**src/rtl/fifo_ctrl_pkg.sv**
```systemverilog
// Shared sizing constants and helpers for the line-buffer FIFO controller.
// Optional sticky error flags are enabled with the FIFO_ERR_FLAG_EN macro.
package fifo_ctrl_pkg;

  // Default storage array geometry.
  localparam int ADDR_FIFO    = 3;
  localparam int DEP_FIFO     = 8;
  localparam int WID_FIFO     = 16;

  // Default almost-full threshold sits this many entries below DEPTH.
  localparam int AFULL_MARGIN = 2;

  // Accepted operation in a cycle, encoded as {write, read}.
  typedef enum logic [1:0] {
    OP_IDLE = 2'b00,
    OP_RD   = 2'b01,
    OP_WR   = 2'b10,
    OP_RW   = 2'b11
  } fifo_op_e;

  function automatic fifo_op_e fifo_op(input logic wr_acc, input logic rd_acc);
    return fifo_op_e'({wr_acc, rd_acc});
  endfunction

endpackage

```
**src/rtl/fifo_ptr_wrap.sv**
```systemverilog
// Modulo-DEPTH pointer register with increment enable.
// Wraps from DEPTH-1 to 0, so addresses >= DEPTH are never produced even
// when DEPTH is not a power of two. Unaffected by FIFO_ERR_FLAG_EN.
module fifo_ptr_wrap #(
  parameter int ADDR_W = 3,
  parameter int DEPTH  = 8
) (
  input  logic              clk,
  input  logic              rst,
  input  logic              i_inc,
  output logic [ADDR_W-1:0] o_ptr
);

  localparam logic [ADDR_W-1:0] C_LAST = ADDR_W'(DEPTH - 1);

  logic [ADDR_W-1:0] r_ptr;

  // Advance the pointer on each accepted access, wrapping at DEPTH-1.
  always_ff @(posedge clk or posedge rst) begin
    // NOTE: state registers use non-blocking assignments so every flop
    // samples pre-edge values regardless of block ordering.
    if (rst) begin
      r_ptr <= '0;
    end else if (i_inc) begin
      r_ptr <= (r_ptr == C_LAST) ? '0 : r_ptr + 1'b1;
    end
  end

  assign o_ptr = r_ptr;

endmodule

```
**src/rtl/fifo_ctrl.sv**
```systemverilog
// Pointer/flag controller for the convolver line-buffer FIFO storage array.
// Issues write/read addresses and enables, tracks occupancy, and produces
// registered full/empty/almost-full flags plus a read-data-valid strobe that
// lines up with the array's 1-cycle registered read port.
// Define FIFO_ERR_FLAG_EN to add sticky overflow/underflow outputs.
module fifo_ctrl
  import fifo_ctrl_pkg::*;
#(
  parameter int ADDR_W   = ADDR_FIFO,
  parameter int DEPTH    = DEP_FIFO,
  parameter int AFULL_TH = DEPTH - AFULL_MARGIN
) (
  input  logic              clk,
  input  logic              rst,
  input  logic              push,
  input  logic              pop,
  output logic              mem_we,
  output logic [ADDR_W-1:0] mem_waddr,
  output logic              mem_re,
  output logic [ADDR_W-1:0] mem_raddr,
  output logic              rd_valid,
  output logic              full,
  output logic              empty,
  output logic              almost_full,
`ifdef FIFO_ERR_FLAG_EN
  output logic              overflow,
  output logic              underflow,
`endif
  output logic [ADDR_W:0]   count
);

  localparam int              CNT_W       = ADDR_W + 1;
  localparam logic [CNT_W-1:0] C_DEPTH    = CNT_W'(DEPTH);
  localparam logic [CNT_W-1:0] C_AFULL    = CNT_W'(AFULL_TH);
  localparam logic            C_AFULL_RST = (AFULL_TH == 0);

  logic              w_wr_acc;
  logic              w_rd_acc;
  logic [CNT_W-1:0]  w_count_nxt;
  logic [ADDR_W-1:0] w_wptr;
  logic [ADDR_W-1:0] w_rptr;

  logic [CNT_W-1:0]  r_count;
  logic              r_full;
  logic              r_empty;
  logic              r_afull;
  logic              r_rd_valid;

  // A push into a full FIFO is still accepted when a pop frees the slot in
  // the same cycle; a pop is never accepted from empty, so there is no
  // fall-through of a same-cycle push.
  assign w_wr_acc = push & (~r_full | pop);
  assign w_rd_acc = pop & ~r_empty;

  fifo_ptr_wrap #(
    .ADDR_W (ADDR_W),
    .DEPTH  (DEPTH)
  ) u_wptr (
    .clk   (clk),
    .rst   (rst),
    .i_inc (w_wr_acc),
    .o_ptr (w_wptr)
  );

  fifo_ptr_wrap #(
    .ADDR_W (ADDR_W),
    .DEPTH  (DEPTH)
  ) u_rptr (
    .clk   (clk),
    .rst   (rst),
    .i_inc (w_rd_acc),
    .o_ptr (w_rptr)
  );

  // Next occupancy from the accepted operations this cycle.
  always_comb begin
    // NOTE: default assignment first so every path drives w_count_nxt and
    // no latch is inferred.
    w_count_nxt = r_count;
    unique case (fifo_op(w_wr_acc, w_rd_acc))
      OP_WR:   w_count_nxt = r_count + 1'b1;
      OP_RD:   w_count_nxt = r_count - 1'b1;
      default: w_count_nxt = r_count;
    endcase
  end

  // Occupancy, flags and read-valid; flags come from the next-state count so
  // they are registered with no combinational path from push/pop.
  always_ff @(posedge clk or posedge rst) begin
    if (rst) begin
      r_count    <= '0;
      r_full     <= 1'b0;
      r_empty    <= 1'b1;
      r_afull    <= C_AFULL_RST;
      r_rd_valid <= 1'b0;
    end else begin
      r_count    <= w_count_nxt;
      r_full     <= (w_count_nxt == C_DEPTH);
      r_empty    <= (w_count_nxt == '0);
      r_afull    <= (w_count_nxt >= C_AFULL);
      r_rd_valid <= w_rd_acc;
    end
  end

`ifdef FIFO_ERR_FLAG_EN
  logic r_overflow;
  logic r_underflow;

  // Sticky error flags for illegal requests; cleared only by reset.
  always_ff @(posedge clk or posedge rst) begin
    if (rst) begin
      r_overflow  <= 1'b0;
      r_underflow <= 1'b0;
    end else begin
      if (push & r_full & ~pop) r_overflow  <= 1'b1;
      if (pop & r_empty)        r_underflow <= 1'b1;
    end
  end

  assign overflow  = r_overflow;
  assign underflow = r_underflow;
`endif

  assign mem_we      = w_wr_acc;
  assign mem_re      = w_rd_acc;
  assign mem_waddr   = w_wptr;
  assign mem_raddr   = w_rptr;
  assign rd_valid    = r_rd_valid;
  assign full        = r_full;
  assign empty       = r_empty;
  assign almost_full = r_afull;
  assign count       = r_count;

endmodule

```
**config.mk**
```make
export PLATFORM = sky130hd
export DESIGN_NAME = fifo_ctrl
export DESIGN_NICKNAME = d
export VERILOG_FILES = /design/src/rtl/fifo_ctrl_pkg.sv /design/src/rtl/fifo_ptr_wrap.sv /design/src/rtl/fifo_ctrl.sv
export SDC_FILE = /design/constraint.sdc
export NUM_CORES = 1
export LEC_CHECK = 0
export ABC_AREA = 1
export CAP_MARGIN = 20
export CORE_UTILIZATION = 49
export CTS_CLUSTER_SIZE = 16
export DETAILED_ROUTE_END_ITERATION = 6
export PLACE_DENSITY = 0.92
export SYNTH_ARGS = -nofsm -noshare
export SYNTH_HDL_FRONTEND = slang
export SYNTH_SLANG_ARGS = --single-unit
```
**constraint.sdc**
```tcl
create_clock -name clk -period 4.2 [get_ports clk]
set_input_delay 0.42 -clock clk [delete_from_list [all_inputs] [get_ports clk]]
set_output_delay 0.42 -clock clk [all_outputs]
set_load 0.01 [all_outputs]
```
# After elaboration in Yosys (flattened, before gate mapping)
# Index checks and enable logic that the tools add are counted.
# totals
memories	0
inputBits	4
latchBits	0
romBits	0
register_bits	14
output_inout_bits	16
mem_bits_rw	0
# op_classes
add_sub_neg	4
n_mux	3
mul	0
shift	0
order_cmp	1
n_bitwise	5
reduce_logical	1
n_eq_ne	5
div	0
# ops
operator	n
$pmux 4 s2	1
$add 3x1->3 const B	2
$eq 3x3->1 const B	2
$mux 3	2
$add 4x1->4 const B	1
$eq 4x4->1 const B	1
$ge 4x3->1 const B	1
$logic_not 4->1	1
$sub 4x1->4 const B	1
$and 1x1->1	2
$eq 2x1->1 const B	1
$eq 2x2->1 const B	1
$not 1->1	2
$or 1x1->1	1

# Logic depth before layout (Yosys ltp)
# depth
ltp_word	6
depth_mapped	13

# By module
# Synthesis repeated with hierarchy kept, for this count alone.
# hier_totals
cells_unflattened	93
area_unflattened_um2	734.5
# by_module_without_submodules
mod	area_per_inst_um2	seq_area_each_um2	cells_each	instances
fifo_ctrl	434.2	201.4	57	1
fifo_ptr_wrap	150.1	75.1	18	2

# Least setup slack after synthesis
# OpenSTA, ideal clock, no wires.
# synth_path
kind	input-to-reg
startpoint	input port push
endpoint	register r_full (netlist: full)
n_path_buf	0
setup_slack_ps	2219
setup_time_ps	119
t_arrival_ps	1862
stages	9
path_cell_list	inv_1 -> a21oi_1 -> inv_1 -> ha_1 -> inv_1 -> o21ai_0 -> nor2_1 -> nand3_1 -> nor2_1
# synth_between
elab_chain_cells	4
elab_cells_between_ends	5
# synth_rtl
item	line_no	text
from (decl)	fifo_ctrl.sv:15	input logic push,
$and 1x1->1 (*)	fifo_ctrl.sv:52	assign w_wr_acc = push & (~r_full | pop);
named net mem_we	fifo_ctrl.sv:17	output logic mem_we,
$eq 2x1->1 / $eq 2x2->1 (equally long branches)	fifo_ctrl.sv:80	unique case (fifo_op(w_wr_acc, w_rd_acc))
$pmux 4 s2 (*)	fifo_ctrl.sv:80	
named net w_count_nxt[1]	fifo_ctrl.sv:39	logic [CNT_W-1:0] w_count_nxt;
$eq 4x4->1 (*)	fifo_ctrl.sv:98	r_full <= (w_count_nxt == C_DEPTH);
to (signal assigned)	fifo_ctrl.sv:98	
to (decl)	fifo_ctrl.sv:44	logic r_full;
# Mark *: on every way through the listed nets, which the timed path passes. The rest lies on a longest branch.
# A chain may end at the register's enable or synchronous reset.

# Final worst setup path
# layout_path
startpoint	input port pop
endpoint	output port mem_we
# layout_between
elab_chain_cells	2
# layout_rtl
item	line_no	text
from (decl)	fifo_ctrl.sv:16	input logic pop,
$or 1x1->1	fifo_ctrl.sv:52	
$and 1x1->1	fifo_ctrl.sv:52	
to (decl)	fifo_ctrl.sv:17	
# Every way passes these cells.

==> results.yml <==
setup_path:
  path_max_fanout: 6
  setup.worst_path.end_class: "output pin"
  reg2reg_to: "full"
  critical_path_required_ns: 3.78
  cpPeakStageDelay_ns: 0.63
  r2r_setup_slack_ns: 2.13
  regToRegStartpoint: "full"
  crit_chain: "clkdlybuf4s50_1 -> inv_1 -> a21oi_1 -> clkdlybuf4s50_1"
  worst_ep_arrival_time_ns: 2.00
  r2r_cells: 8
  startpoint_type: "primary input"
  cpMostUsedCell: "clkdlybuf4s50_1"
  critPathSlowestCell: "clkdlybuf4s50_1"
  path_class: "in -> out"
cells_and_area:
  nets: 119
  area_growth_pct: 32.9
  num_antenna_cells: 0
  drive_gt1_share_pct: 13.0
pwr:
  power_frac_seq_pct: 33.6
  p_sw_share_pct: 39.5
  clkPwrFrac_pct: 12.2
  power.density_nw_per_um2: 751
  power_switching_w: 0.000294
  leakage_nw: 0.510
  power_w: 0.000744
  peakVddDrop_uv: 460
  intPower_w: 0.000450
  p_comb_share_pct: 54.2
synth:
  synth_edf_count: 0
  synth_nets: 95
  yosysMostFrequentCell: "nand2_1"
  syn_avg_cell_area_um2: 8.77
  yosysWarnings: 0
  synth.distinct_cells: 17
  ys_ff_latch: 14
  ys_seq_area_share_pct: 47.1
  synth_area_leader_cell: "dfrtp_1"
  synth_top_cell_area_share_pct: 43.6
  synth_ff_type: "dfrtp_1"
  syn_area_um2: 746
  synthTopCellsByCount: "23 x nand2_1, 15 x inv_1, 13 x dfrtp_1"
  synth.area.top_cells: "dfrtp_1 44%, nand2_1 12%, ha_1 10%, inv_1 7.6%, dfstp_2 3.5%"
  syn_inst: 85
  async_flop_share_pct: 100
timing:
  finalCritPeriodShare_pct: 57.5
  skew_ns: 0.00104
  fmax_mhz: 414
  final_max_slew_viol_count: 0
  finalSetupTns_ns: 0
  rsz0062_at_grt: "no"
  finalCriticalPeriod_ns: 2.42
  fin_ws_ns: 1.78
  hold_viol: 0
  setup_viol: 0
  worst_pin_slew_ns: 0.488
  maxSlewHeadroom_pct: 67.4
global_routing:
  grt_max_degree: 15
  antenna_found_initial: 0
  grt_pass1_vias: 584
  grt_pass1_wl_um: 2240
  grt_overflow: 0
  grt.total_usage_pct: 20.9
clocking:
  cts.path.max_buffers: 2
  clkTransAtPathRegs_ns: 0.08
  cts_buffers: 3
  cts-hold-fix-buffers: 0
  clock-sinks: 14
  htree_levels: 1
  clock_latency_ns: 0.26
  tritoncts: "yes"
  cts_root_buffer: "clkbuf_4"
  postCtsSetupBuffers: 0
  cts_resized: 0
die:
  die_h_um: 41.0
  rows: 13
  pin_count: 20
  die_area_um2: 1680
  die_width_um: 41.0
  core_um2: 1350
  start_util_pct: 55.2
routing:
  routed-via-count: 609
  routed_wl_um: 1410
  viasPerCell: 4.95
  antenna_left: 0
  drt-pass1-iter-count: 4
  drt_iter0_drc: 10
  route.detailed.drc: 0
  post_drt_wl_per_cell_um: 11.4
job:
  drv_cap: 0
place:
  pre_cts_slack_ns: 1.56
  place_congestion: 0.783
  port_buffers: 19
  dp_hpwl_um: 1160
hold_path:
  hold_path_class: "in -> async"
outcome:
  status: "completed"
==> metal layers <==
metal,track usage (%),share of wire [%]
met5,0,0
met1,23.6,44
met3,2.72,4.4
met4,10.0,2.1
met2,37.9,49
==> power by group through the flow <==
| stage | Sequential (W) | Clock [W] | Combinational, W |
|---|---|---|---|
| 4_1_cts | 0.000250 | 0.0000942 | 0.000409 |
| 3_3_place_gp | 0.000250 | 0 | 0.000392 |
| 6_report | 0.000250 | 0.0000911 | 0.000403 |
| 3_5_place_dp | 0.000252 | 0 | 0.000407 |
| 2_1_floorplan | 0.000273 | 0 | 0.000204 |
| 5_1_grt | 0.000260 | 0.000100 | 0.000455 |
==> sequential cells by signal, indices dropped and copies added, names as in the netlist <==
name / cells
u_rptr.o_ptr: 3
u_wptr.o_ptr: 3
rd_valid: 1
count: 4
almost_full: 1
empty: 1
full: 1
==> logic make-up after synthesis <==
logic type,count (synthesis),synth area share (%)
simple gates,41,26.5
buf+inv,15,7.55
flops,14,47.1
xor+xnor,2,3.36
compound gates,7,5.37
fa+ha+maj,6,10.1
==> cells in the final DEF, fill, tap and decap left out <==
cell type,count
xnor2_1,1
nor2_2,2
nand2_2,4
ha_1,6
clkbuf_4,3
nor2_1,2
clkbuf_8,1
clkdlybuf4s50_1,19
dfrtp_1,13
nand4_1,3
nand3_2,2
inv_1,15
nand2_1,23
nand3_1,4
xor2_2,1
dfstp_2,1
a21oi_1,2
nand3b_1,1
o21ai_0,3
o21a_1,2
==> worst max-delay path by stage <==
| stage | start | end | slack (ns) | depth (start not counted) |
|---|---|---|---|---|
| 2_1_floorplan | push | full | 2.22 | 9 |
| 3_3_place_gp | pop | full | 1.72 | 10 |
| 3_5_place_dp | pop | full | 1.56 | 10 |
| 4_1_cts | pop | mem_we | 1.79 | 4 |
| 5_1_grt | pop | full | 1.65 | 10 |
| 6_report | pop | mem_we | 1.78 | 4 |
==> cell type report <==
cell class / count / area (µm²)
inverter: 15 / 56.3
sequential: 14 / 352
clock buffer: 4 / 36.3
fill: 100 / 359
timing repair buffer: 19 / 190
multi-input combinational: 56 / 338
tap: 15 / 18.8
==> worst max-delay path, delay by kind of cell <==
family	cells	cell delay (ns)
buffers and inverters	3	1.23
AO/OA/AOI/OAI	1	0.35
==> metrics by stage <==
step                hold slack, ns  cell area (µm²)  util [%]  std cells
floorplan                    0.309              746         -         85
detailed placement           0.495              955      70.7        119
finish                       0.494              991      73.4        123
global route                 0.540              991      73.4        123
global placement             0.503              955      70.7        119
CTS                          0.502              991      73.4        123
No activity file was read; power rests on OpenSTA's default activity.
